File: src/rtl/avalon_write_buffer_if.sv
// Controller, SRAM and status signals of the Avalon write buffer.
// slave is the buffer's view; master is the controller/SRAM side.
interface avalon_write_buffer_if #(
  parameter int DEPTH  = 8,
  parameter int ADDR_W = 11,
  parameter int DATA_W = 16
);
  localparam int CNT_W = $clog2(DEPTH) + 1;

  logic              w_ena;
  logic [ADDR_W-1:0] w_addr;
  logic [DATA_W-1:0] w_data;
  logic              r_req;
  logic [ADDR_W-1:0] r_addr;
  logic [DATA_W-1:0] r_data;
  logic              r_valid;
  logic              rd_busy;
  logic              calc_busy;
  logic [ADDR_W-1:0] sram_addr;
  logic [DATA_W-1:0] sram_wdata;
  logic              sram_wen;
  logic              sram_ren;
  logic [DATA_W-1:0] sram_rdata;
  logic              full;
  logic              empty;
  logic [CNT_W-1:0]  count;
  logic              overflow_err;
  logic              clear_err;

  modport slave (
    input  w_ena, w_addr, w_data,
    input  r_req, r_addr,
    input  calc_busy, sram_rdata, clear_err,
    output r_data, r_valid, rd_busy,
    output sram_addr, sram_wdata,
    output sram_wen, sram_ren,
    output full, empty, count,
    output overflow_err
  );

  modport master (
    output w_ena, w_addr, w_data,
    output r_req, r_addr,
    output calc_busy, sram_rdata, clear_err,
    input  r_data, r_valid, rd_busy,
    input  sram_addr, sram_wdata,
    input  sram_wen, sram_ren,
    input  full, empty, count,
    input  overflow_err
  );
endinterface

File: src/rtl/avalon_write_buffer.sv
// Write FIFO between the Avalon controller and the sample SRAM.
// Drains while the calc engine is idle; reads queue behind writes.
module avalon_write_buffer #(
  parameter int DEPTH  = 8,
  parameter int ADDR_W = 11,
  parameter int DATA_W = 16
) (
  input logic                 clk,
  input logic                 rst,
  avalon_write_buffer_if.slave bus
);
  localparam int PW = $clog2(DEPTH);
  localparam int CW = PW + 1;

  typedef enum logic [1:0] {
    IDLE,
    RD_FLUSH,
    RD_ISSUE,
    RD_DATA
  } state_t;

  state_t state_q, state_d;

  logic [ADDR_W-1:0] addr_mem_q [DEPTH];
  logic [DATA_W-1:0] data_mem_q [DEPTH];

  logic [PW-1:0]     head_q, head_d;
  logic [PW-1:0]     tail_q, tail_d;
  logic [CW-1:0]     count_q, count_d;
  logic [ADDR_W-1:0] r_addr_q, r_addr_d;
  logic [DATA_W-1:0] r_data_q, r_data_d;
  logic              r_valid_q, r_valid_d;
  logic              ovf_q, ovf_d;

  logic is_full;
  logic is_empty;
  logic pop;
  logic push;
  logic rd_issue;

  assign is_full  = (count_q == CW'(DEPTH));
  assign is_empty = (count_q == '0);

  // Draining is only allowed outside the read issue/data phases.
  assign pop = ((state_q == IDLE) || (state_q == RD_FLUSH))
             && !bus.calc_busy && !is_empty;
  assign push     = bus.w_ena && (!is_full || pop);
  assign rd_issue = (state_q == RD_ISSUE) && !bus.calc_busy;

  always_comb begin : fifo_next
    head_d  = head_q;
    tail_d  = tail_q;
    count_d = count_q;
    ovf_d   = ovf_q;
    if (pop)  head_d = head_q + PW'(1);
    if (push) tail_d = tail_q + PW'(1);
    case ({push, pop})
      2'b10:   count_d = count_q + CW'(1);
      2'b01:   count_d = count_q - CW'(1);
      default: count_d = count_q;
    endcase
    if (bus.w_ena && !push) begin
      ovf_d = 1'b1;
    end else if (bus.clear_err) begin
      ovf_d = 1'b0;
    end
  end

  always_comb begin : fsm_next
    state_d   = state_q;
    r_addr_d  = r_addr_q;
    r_data_d  = r_data_q;
    r_valid_d = 1'b0;
    unique case (state_q)
      IDLE: begin
        if (bus.r_req) begin
          r_addr_d = bus.r_addr;
          state_d  = RD_FLUSH;
        end
      end
      RD_FLUSH: begin
        if (count_d == '0) state_d = RD_ISSUE;
      end
      RD_ISSUE: begin
        if (rd_issue) state_d = RD_DATA;
      end
      RD_DATA: begin
        r_data_d  = bus.sram_rdata;
        r_valid_d = 1'b1;
        state_d   = IDLE;
      end
      default: state_d = IDLE;
    endcase
  end

  always_comb begin : sram_drive
    bus.sram_wen   = 1'b0;
    bus.sram_ren   = 1'b0;
    bus.sram_addr  = '0;
    bus.sram_wdata = '0;
    if (pop) begin
      bus.sram_wen   = 1'b1;
      bus.sram_addr  = addr_mem_q[head_q];
      bus.sram_wdata = data_mem_q[head_q];
    end else if (rd_issue) begin
      bus.sram_ren  = 1'b1;
      bus.sram_addr = r_addr_q;
    end
  end

  // Entry storage needs no reset; pointers define validity.
  always_ff @(posedge clk) begin
    if (push) begin
      addr_mem_q[tail_q] <= bus.w_addr;
      data_mem_q[tail_q] <= bus.w_data;
    end
  end

  always_ff @(posedge clk or posedge rst) begin
    if (rst) begin
      state_q   <= IDLE;
      head_q    <= '0;
      tail_q    <= '0;
      count_q   <= '0;
      r_addr_q  <= '0;
      r_data_q  <= '0;
      r_valid_q <= 1'b0;
      ovf_q     <= 1'b0;
    end else begin
      state_q   <= state_d;
      head_q    <= head_d;
      tail_q    <= tail_d;
      count_q   <= count_d;
      r_addr_q  <= r_addr_d;
      r_data_q  <= r_data_d;
      r_valid_q <= r_valid_d;
      ovf_q     <= ovf_d;
    end
  end

  assign bus.r_data       = r_data_q;
  assign bus.r_valid      = r_valid_q;
  assign bus.rd_busy      = (state_q != IDLE);
  assign bus.full         = is_full;
  assign bus.empty        = is_empty;
  assign bus.count        = count_q;
  assign bus.overflow_err = ovf_q;
endmodule

File: src/flat_wrapper.sv
// flat-port wrapper written by rule: the top's interface ports become plain ports
module avalon_write_buffer_flat 
#(
  parameter int DEPTH  = 8,
  parameter int ADDR_W = 11,
  parameter int DATA_W = 16
)
  (clk, rst, bus_w_ena, bus_w_addr, bus_w_data, bus_r_req, bus_r_addr, bus_calc_busy, bus_sram_rdata, bus_clear_err, bus_r_data, bus_r_valid, bus_rd_busy, bus_sram_addr, bus_sram_wdata, bus_sram_wen, bus_sram_ren, bus_full, bus_empty, bus_count, bus_overflow_err);
  avalon_write_buffer_if #(.DEPTH(DEPTH), .ADDR_W(ADDR_W), .DATA_W(DATA_W)) bus_i ();
  input logic clk;
  input logic rst;
  input wire logic [$bits(bus_i.w_ena)-1:0] bus_w_ena;
  input wire logic [$bits(bus_i.w_addr)-1:0] bus_w_addr;
  input wire logic [$bits(bus_i.w_data)-1:0] bus_w_data;
  input wire logic [$bits(bus_i.r_req)-1:0] bus_r_req;
  input wire logic [$bits(bus_i.r_addr)-1:0] bus_r_addr;
  input wire logic [$bits(bus_i.calc_busy)-1:0] bus_calc_busy;
  input wire logic [$bits(bus_i.sram_rdata)-1:0] bus_sram_rdata;
  input wire logic [$bits(bus_i.clear_err)-1:0] bus_clear_err;
  output wire logic [$bits(bus_i.r_data)-1:0] bus_r_data;
  output wire logic [$bits(bus_i.r_valid)-1:0] bus_r_valid;
  output wire logic [$bits(bus_i.rd_busy)-1:0] bus_rd_busy;
  output wire logic [$bits(bus_i.sram_addr)-1:0] bus_sram_addr;
  output wire logic [$bits(bus_i.sram_wdata)-1:0] bus_sram_wdata;
  output wire logic [$bits(bus_i.sram_wen)-1:0] bus_sram_wen;
  output wire logic [$bits(bus_i.sram_ren)-1:0] bus_sram_ren;
  output wire logic [$bits(bus_i.full)-1:0] bus_full;
  output wire logic [$bits(bus_i.empty)-1:0] bus_empty;
  output wire logic [$bits(bus_i.count)-1:0] bus_count;
  output wire logic [$bits(bus_i.overflow_err)-1:0] bus_overflow_err;
  assign bus_i.w_ena = bus_w_ena;
  assign bus_i.w_addr = bus_w_addr;
  assign bus_i.w_data = bus_w_data;
  assign bus_i.r_req = bus_r_req;
  assign bus_i.r_addr = bus_r_addr;
  assign bus_i.calc_busy = bus_calc_busy;
  assign bus_i.sram_rdata = bus_sram_rdata;
  assign bus_i.clear_err = bus_clear_err;
  assign bus_r_data = bus_i.r_data;
  assign bus_r_valid = bus_i.r_valid;
  assign bus_rd_busy = bus_i.rd_busy;
  assign bus_sram_addr = bus_i.sram_addr;
  assign bus_sram_wdata = bus_i.sram_wdata;
  assign bus_sram_wen = bus_i.sram_wen;
  assign bus_sram_ren = bus_i.sram_ren;
  assign bus_full = bus_i.full;
  assign bus_empty = bus_i.empty;
  assign bus_count = bus_i.count;
  assign bus_overflow_err = bus_i.overflow_err;
  avalon_write_buffer #(.DEPTH(DEPTH), .ADDR_W(ADDR_W), .DATA_W(DATA_W)) u_core (.clk(clk), .rst(rst), .bus(bus_i));
endmodule
File: config.mk
export PLATFORM = sky130hd
export DESIGN_NAME = avalon_write_buffer_flat
export DESIGN_NICKNAME = d
export VERILOG_FILES = /design/src/rtl/avalon_write_buffer_if.sv /design/src/rtl/avalon_write_buffer.sv /design/src/flat_wrapper.sv
export SDC_FILE = /design/constraint.sdc
export NUM_CORES = 1
export LEC_CHECK = 0
export ABC_AREA = 1
export BUFFER_PORTS_ARGS = -buffer_cell sky130_fd_sc_hd__buf_2
export CELL_PAD_IN_SITES_DETAIL_PLACEMENT = 1
export CELL_PAD_IN_SITES_GLOBAL_PLACEMENT = 1
export CORE_MARGIN = 8
export CORE_UTILIZATION = 35
export DETAILED_ROUTE_END_ITERATION = 16
export GPL_TIMING_DRIVEN = 0
export PLACE_DENSITY = 0.71
export SYNTH_ARGS = -nofsm -noshare
export SYNTH_HDL_FRONTEND = slang
export SYNTH_SLANG_ARGS = --single-unit
export TNS_END_PERCENT = 100
File: constraint.sdc
create_clock -name clk -period 3.52 [get_ports clk]
set_input_delay 0.704 -clock clk [delete_from_list [all_inputs] [get_ports clk]]
set_output_delay 0.704 -clock clk [all_outputs]
set_load 0.01 [all_outputs]
# [Word-level counts from Yosys, hierarchy flattened]
# Memory sizes are Yosys's and may differ from the RTL's.
# Cells that the tools add are included.
[op_classes] add_sub_neg=4 n_eq_ne=9 n_mux=16 reduce_logical=18
[ops] operator="11-bit 2-to-1 mux" n=2
[ops] operator="16-bit 2-to-1 mux" n=1
[ops] operator="4-bit zero test" n=2
[ops] operator="1-bit 2-to-1 mux" n=8
[ops] operator="2-bit case mux with 4 select lines" n=1
[ops] operator="4-bit case mux with 2 select lines" n=1
[ops] operator="3-bit by 1-bit adder with 3-bit output, second input constant" n=2
[ops] operator="2-bit == test, second input constant" n=3
[ops] operator="2-bit 2-to-1 mux" n=3
[ops] operator="1-bit logical AND" n=5
[ops] operator="4-bit by 1-bit adder with 4-bit output, second input constant" n=1
[ops] operator="2-bit by 1-bit == test with 1-bit output, second input constant" n=2
[ops] operator="4-bit == test, second input constant" n=1
[ops] operator="1-bit zero test" n=4
[ops] operator="2-bit != test, second input constant" n=2
[ops] operator="2-bit nonzero test" n=2
[ops] operator="4-bit by 1-bit subtractor with 4-bit output, second input constant" n=1
[ops] operator="3-bit AND reduction" n=1
[ops] operator="2-bit zero test" n=1
[ops] operator="1-bit logical OR" n=2
[ops] operator="2-bit by 1-bit != test with 1-bit output, second input constant" n=1
[ops] operator="2-bit AND reduction" n=1
[word_totals] ff_bits=41 ramBits=216 in_bits=60 out_inout_bits=54 word_cells=57 mem_count=2
[memory_table] memory="u_core.data_mem_q" depth=8 word_bits=16 read_ports=1 rd_clocked_by_memory_dff=0 write_ports=1 line="avalon_write_buffer.sv:25" rtl="logic [DATA_W-1:0] data_mem_q [DEPTH];"
[memory_table] memory="u_core.addr_mem_q" depth=8 word_bits=11 read_ports=1 rd_clocked_by_memory_dff=0 write_ports=1 line="avalon_write_buffer.sv:24" rtl="logic [ADDR_W-1:0] addr_mem_q [DEPTH];"

# [Longest topological paths before layout]
# Gate-level depths: netlist of the first run.
[logic_depth] ltp_word=11 mapped_depth=20 mapped_depth_nobuf=20

# [Worst setup path after synthesis of the first run]
# OpenSTA, ideal clock, no wires.
[synth_path] kind="register to register" start="register u_core.state_q[0]" end="memory u_core.addr_mem_q[1][0] (enable)" setup_ns=0.411 arrival_time_ns=2.555 t_required_ns=3.109 slack_ns=0.554 stages_incl_launch_ff=10 path_buffers=1 period_less_slack_ns=2.966 path_cell_list="dfrtp_1 inv_1 ha_1 nor2_1 nor2_4 nand2_8 buf_6 a21oi_4 nand2_1 nor2_1"
[synth_via] elab_chain_len=8 word_cells_on_any_way=9 cone_classes="eq/ne (1); mux (2); reduce/logical (6)"
[synth_lines] item="from (decl)" line="avalon_write_buffer.sv:22" rtl="state_t state_q, state_d;"
[synth_lines] item="from (signal assigned)" line="avalon_write_buffer.sv:130" rtl="state_q <= state_d;"
[synth_lines] item="2-bit by 1-bit == test with 1-bit output or 2-bit zero test (tied branches)" line="avalon_write_buffer.sv:45" rtl="assign pop = ((state_q == IDLE) || (state_q == RD_FLUSH))"
[synth_lines] item="1-bit logical OR *" line="avalon_write_buffer.sv:45"
[synth_lines] item="1-bit logical AND * (2 in series)" line="avalon_write_buffer.sv:46" rtl="&& !bus.calc_busy && !is_empty;"
[synth_lines] item="1-bit logical OR *" line="avalon_write_buffer.sv:47" rtl="assign push = bus.w_ena && (!is_full || pop);"
[synth_lines] item="1-bit logical AND *" line="avalon_write_buffer.sv:47"
[synth_lines] item="1-bit 2-to-1 mux *" line="avalon_write_buffer.sv:113" rtl="if (push) begin"
[synth_lines] item="1-bit 2-to-1 mux (implied by the code) *" line="avalon_write_buffer.sv:114" rtl="addr_mem_q[tail_q] <= bus.w_addr;"
[synth_lines] item="to (decl)" line="avalon_write_buffer.sv:24"
# Mark *: on every way between the ends. The rest lies on a longest branch, timed or not.

# [Final worst setup path of the first run]
[layout_path] start="register u_core.head_q[0]" end="output port bus_sram_wdata[14]"
[layout_via] elab_chain_len=2
[layout_lines] item="from (decl)" line="avalon_write_buffer.sv:27" rtl="logic [PW-1:0] head_q, head_d;"
[layout_lines] item="from (signal assigned)" line="avalon_write_buffer.sv:122" rtl="head_q <= '0;"
[layout_lines] item="from (signal assigned)" line="avalon_write_buffer.sv:131" rtl="head_q <= head_d;"
[layout_lines] item="memory 8 x 16 bit"
[layout_lines] item="16-bit 2-to-1 mux" line="avalon_write_buffer.sv:101" rtl="if (pop) begin"
[layout_lines] item="to (decl)" line="flat_wrapper.sv:24" rtl="output wire logic [$bits(bus_i.sram_wdata)-1:0] bus_sram_wdata;"
# Every way passes these cells.

==> results of run 1 <==
worst reg2reg max path, stage by stage (launching register included):
cell and delay, ns:
dfrtp_1 0.42, inv_1 0.12, ha_1 0.21, nor2_1 0.09, nor2_4 0.18, nand2_8 0.09, buf_6 0.17, a21oi_4 0.18
nand2_1 0.27, nor2_4 0.56, buf_16 0.25
routing by layer:
| metal | wire, um | vias to the layer above | global-route usage, % | share of wire (%) |
|---|---|---|---|---|
| li1 | - | 3098 | - | - |
| met1 | 11890 | 3519 | 20.11 | 40 |
| met2 | 15360 | 232 | 28.85 | 51 |
| met3 | 1694 | 63 | 2.495 | 5.7 |
| met4 | 969 | 4 | 6.164 | 3.2 |
| met5 | 27 | - | 0 | 0.090 |
Yosys cell counts:
cell and number:
buf_2 7, dfrtp_1 41, nand2_2 2, clkbuf_1 36
a32o_1 5, o32ai_1 1, inv_1 21, a21oi_1 3
buf_4 2, o21ai_2 1, o221a_2 31, mux2_2 26
nand3b_1 1, o221ai_1 16, o211ai_1 6, inv_4 1
xor2_1 3, a21oi_4 1, nand3_1 11, or2_2 1
nor2_1 118, nand2_8 1, nor2_2 6, nand3_2 3
nand2_4 1, nor3_1 13, o22ai_1 6, inv_2 3
or2_4 1, edfxtp_1 216, fa_1 1, buf_1 1
xnor2_1 1, nor3_2 3, o221a_1 1, nand2_1 38
ha_1 9, nor2_4 2, buf_6 1, o21ai_0 111
worst paths after layout:
check	start	endpoint	slack [ns]
max	u_core.head_q[0]	bus_sram_wdata[14]	0.09
min	rst	u_core.bus.r_data[14]	0.37
max reg2reg	u_core.state_q[0]	u_core.data_mem_q[7][12]	0.66
min reg2reg	u_core.bus.r_data[6]	u_core.bus.r_data[6]	0.50
max in group asynchronous	rst	u_core.bus.count[1]	2.59
min in group clk	bus_clear_err	u_core.bus.overflow_err	0.37
state kept, by name, indices dropped and copies added, names as in the netlist:
register	flops
u_core.r_addr_q	11
u_core.bus.r_valid	1
u_core.tail_q	3
u_core.bus.r_data	16
u_core.addr_mem_q	88
u_core.bus.overflow_err	1
u_core.data_mem_q	128
u_core.head_q	3
u_core.bus.count	4
u_core.state_q	2
per-stage QoR:
stage / cells / power [uW] / setup WS [ns] / utilization [%] / setup TNS (ns)
after CTS: 1309 / 11150 / 0.02467 / 42.54 / 0
after detailed placement: 1263 / 8385 / 0.5226 / 39.69 / 0
final: 1310 / 11070 / 0.08644 / 42.56 / 0
after global placement: 1255 / 8091 / -1.011 / 38.85 / -107.74
after floorplan: 752 / 6623 / 0.5540 / - / 0
after global routing: 1310 / 11650 / 0.008307 / 42.56 / 0
cell families after synthesis:
group                      synth area share [%]
AOI/OAI and AO/OA                         11.90
xor gates and xnor gates                 0.3370
adders and majority gates                 1.275
buffers and inverters                     2.852
DFF                                       72.24
muxes                                     2.816
and+or+nand+nor                           8.579
where the power goes:
group / leakage [uW] / internal (uW) / switching, uW
Sequential: 0.00245 / 3920 / 230
Combinational: 0.00172 / 1420 / 2740
Clock: 0.000418 / 1610 / 1150
area by class of cell:
type                    count  area share, %
flip-flops and latches    257          59.87
multi-input cells         423          21.04
repair buffers            121          6.082
clock buffers              30          5.474
well taps                 390          3.889
plain buffers              46          1.625
clock inverters            17          1.236
inverters                  25         0.7678
diodes                      1        0.01994
==> summary.txt, run 1 <==
status: finished clean
initial core utilization: 35.27%
commonest non-fill, non-tap cell in the layout: edfxtp_1
vias in the first global route: 7408
flops & latches, synth: 257
worst slew pin tran: 0.8971 ns
fraction of layout instances using a drive strength above 1: 28.51%
Cell Area, Synth: 10400 um2
grt ovf: 0
Register Area: 7512 um2
Area contributors post-synth: edfxtp_1, dfrtp_1, o21ai_0
Critical Path AT: 2.73 ns
register area share after synthesis: 72.24%
post-cts sizing count: 3
RSZ-0062 raised after global routing: no
# setup viols final: 0
# Post-CTS Setup Buffers: 0
area grow syn2layout: 20.67%
crit end category: primary output
Max Cap Viol: 0
final setup skew: 0.01162 ns
TritonCTS Buffers: 26
min Tclk post-route: 3.434 ns
1st-iter DRT viols: 471
antenna violations before repair: 3
Die Wd: 188.4 um
Max Slew Vio Count: 0
Worst Path Required: 2.82 ns
ANT nets after route: 0
worst path cell trace: buf_4 -> clkbuf_1 -> o21ai_0 -> o221a_2 -> nor3_1 -> buf_2
Clock Pin Slew Worst Setup and Hold Paths: 0.06 ns
CP startpoint kind: flip-flop
Die Area: 35480 um2
drt pass-1 iters: 5
first-pass GRT wire length: 45090 um
Nets: 970
clk sink count: 257
Leak: 0.004584 uW
Yosys cell types: 40
pin count of the biggest net entering global routing: 42
CP Depth: 6
R2R cell count: 10
GRT Util Overall: 16.41%
VDD IR-drop max: 0.3894 mV
endpoints failing hold: 0
routed vias: 6916
Area after DPL: 11700 um2
syn_area_per_cell: 13.83 um2
WL per Instance: 22.86 um
hold slack: 0.3652 ns
Yosys top cell area share: 62.38%
Synth warnings: 0
DRC Markers: 0
PortBufs: 113
chip height: 188.4 um
Total Routed Length: 29940 um
io pins: 114
largest fanout on the critical path: 10
Mapped Nets: 822
Detail Placement HPWL: 19980 um
Clk Latency, worst-skew pair: 0.54 ns
CP bufs+invs: 3
vias per cell: 5.279
Tcrit/Tclk final: 97.54%
Yosys top cell by area: edfxtp_1
pwr/cell area: 882.0 nW/um2
Peak Freq: 291.2 MHz
Multi-input gate area: 2640 um2
# rows: 63
H-tree depth: 1
Synth Instances: 752
CP max stage delay: 0.53 ns
Post-Layout Inst Area: 12550 um2
hold crit path type: in -> async
CP top delay family: buffers and inverters
slowest stage cell, crit path: clkbuf_1
worst-case clock buffer depth: 3
CTS tree: done
RePlAce Congestion: 0.7519
kind of critical path: reg -> out
most frequent cells in the layout: edfxtp_1, buf_2, nor2_1
Core Region: 29480 um2
normalized max-slew margin: 40.10%
root buf cell: clkbuf_16
# fillers: 3105
CTS Hold Buffers Added: 0
Note: power is estimated with default switching activity, not from simulation.
==> run 2, diff against run 1 <==
ABC_AREA = 0   (was 1)
MAX_ROUTING_LAYER = met4   (was default)
PLACE_DENSITY = 0.69   (was 0.71)
==> run 2 against run 1 <==
Global-route usage is 1.9 points lower. Clock power decreased by 4%. Sequential power grew 2%. Worst setup slack gained 0.0045 ns. Critical path type is now reg -> reg. Largest cell class unchanged.
==> summary.txt, run 2 <==
M1 WL: 11050 um
CTS Hold Buffers Added: 0
CTS tree: done
Leak: 0.004511 uW
syn_area_per_cell: 19.33 um2
Max Slew Vio Count: 0
WL per Instance: 22.85 um
root buf cell: clkbuf_16
H-tree depth: 1
# placed instances: 1039
Synth Instances: 532
normalized max-slew margin: 39.54%
final setup skew: 0.004994 ns
fraction of layout instances using a drive strength above 1: 41.68%
Final Worst Setup Slack: 0.09094 ns
antenna violations before repair: 2
P_sw: 3483 uW
DRC Markers: 0
commonest non-fill, non-tap cell in the layout: edfxtp_1
Multi-input gate area: 2729 um2
worst slew pin tran: 0.9056 ns
Max Cap Viol: 0
Die Area: 35120 um2
WL met3: 1422 um
io pins: 114
clk sink count: 257
# setup viols final: 0
PortBufs: 113
Place WS: -0.2263 ns
drt pass-1 iters: 4
hold slack: 0.3637 ns
Nets: 755
final std cells w/o fill: 1089
Yosys top cell by area: edfxtp_1
VDD IR-drop max: 0.5528 mV
kind of critical path: reg -> reg
routed vias: 5500
Tcrit/Tclk final: 97.42%
Clk Latency, worst-skew pair: 0.53 ns
Detail Placement HPWL: 16920 um
Worst Path Required: 3.92 ns
# fillers: 2835
endpoints failing hold: 0
Top Metal Used: met4
TritonCTS Buffers: 26
area grow syn2layout: 22.05%
Cell Area, Synth: 10280 um2
Met2 Routed Length: 11910 um
pin count of the biggest net entering global routing: 42
number of flops mapped to enable cells by yosys: 216
1st-iter DRT viols: 332
CP startpoint kind: flip-flop
Layout Utilization: 43.49%
Register Area: 7516 um2
Clk pwr share: 25.0%
most frequent cells in the layout: edfxtp_1, buf_2, mux4_2
min Tclk post-route: 3.429 ns
Core Region: 28860 um2
RePlAce Congestion: 0.8139
pwr/cell area: 848.2 nW/um2
main flop type after synthesis: edfxtp_1
grt ovf: 0
largest fanout on the critical path: 8
vias in the first global route: 6159
status: finished clean
Switching Fraction: 32.72%
hold crit path type: in -> reg
Clock Pin Slew Worst Setup and Hold Paths: 0.06 ns
initial core utilization: 35.64%
GRT Util Overall: 14.48%
Mapped Nets: 602
register share of total power: 39.8%
ANT nets after route: 0
Synth warnings: 0
power share of the combinational group: 35.1%
setup tns final: 0 ns
register with the most flip-flops: u_core.data_mem_q
RSZ-0062 raised after global routing: yes
vias per cell: 5.051
# rows: 62
asr flop ratio synth: 15.95%
flops & latches, synth: 257
internal power: 7162 uW
chip height: 187.4 um
Yosys cell types: 48
max reg flops: 128
crit end category: flip-flop
Peak Freq: 291.6 MHz
first-pass GRT wire length: 38340 um
Total Routed Length: 24880 um
Area contributors post-synth: edfxtp_1, mux4_2, dfrtp_1
worst-case clock buffer depth: 3
register area share after synthesis: 73.05%
Critical Path AT: 3.83 ns
Yosys top cell area share: 63.07%
Die Wd: 187.4 um
most common cell in the netlist: edfxtp_1
most instantiated cells after synthesis: edfxtp_1, mux4_2, dfrtp_1, mux2_2
==> run 2: cell types whose count changed after synthesis, sizes merged, moves of 15 or more <==
cell	delta
clkbuf	-23
o221ai	-15
mux2i	+27
mux4	+54
o21ai	-101
nor2	-97
o221a	-31
==> run 2: power by group through the flow <==
stage          Combinational [uW]  Clock (uW)  Sequential [uW]
4_1_cts                      3770        2730             4240
2_1_floorplan                2320           0             4260
5_1_grt                      4080        2820             4300
3_3_place_gp                 3410           0             4230
6_report                     3740        2660             4240
3_5_place_dp                 3710           0             4270
==> run 2: logic make-up (layout without fill, tap and decap cells) <==
group           count (synthesis)  after routing  synth area share [%]
flops                         257            257                 73.05
mux                           110            110                 17.63
simple gates                   77             77                 3.395
compound gates                 37             37                 2.810
buf+inv                        36            207                 1.399
fa+ha+maj                      10             10                 1.290
xor+xnor                        5              5                0.4258
other cells                     0              2                     0
==> run 2: repair_timing <==
item / 4_1_cts / 5_1_grt
buffers inserted: 1 / 2
setup endpoints to repair: 30 / 7
resized for setup: 23 / 10
pin swaps: 1 / 1
==> run 2: area by class of cell <==
type / instances / share of cell area, %
Clock inverter: 16 / 1.226
Timing Repair Buffer: 126 / 6.480
Clock buffer: 30 / 5.304
Inverter: 13 / 0.3988
Sequential cell: 257 / 59.88
Multi-Input combinational cell: 239 / 21.74
Tap cell: 384 / 3.828
Buffer: 22 / 1.097
Antenna cell: 2 / 0.03988
==> run 2: layer usage <==
metal	up-vias	track usage, %
met1	2854	18.27
met4	0	2.970
met2	176	23.66
met3	38	3.430
li1	2432	-
met5	-	-
==> run 2: final timing paths <==
kind                                      start                       to  slack (ns)  depth (start not counted)
max                         u_core.bus.count[1]        u_core.state_q[0]        0.09                         12
min                               bus_clear_err  u_core.bus.overflow_err        0.36                          2
max reg2reg                 u_core.bus.count[1]        u_core.state_q[0]        0.09                         12
min reg2reg                u_core.bus.r_data[5]     u_core.bus.r_data[5]        0.50                          1
max in group asynchronous                   rst      u_core.bus.count[0]        2.52                          2
min in group asynchronous                   rst    u_core.bus.r_data[15]        0.37                          2
==> run 2: worst max-delay path, cell delays in order, from the launching register on <==
cell and delay [ns]:
dfrtp_2 0.46, or4_4 0.59, nand2_2 0.13, inv_2 0.09
nand2_1 0.12, inv_1 0.08, ha_1 0.27, a21o_1 0.23
a2111o_1 0.44, o311a_1 0.17, o31ai_4 0.24, nor2_1 0.11
or3_1 0.37
==> run 2: metrics by stage <==
stage	power [uW]	instance area [um2]
3_3_place_gp	7638	11340
2_1_floorplan	6576	10290
3_5_place_dp	7979	11620
4_1_cts	10740	12500
6_report	10650	12550
5_1_grt	11200	12550
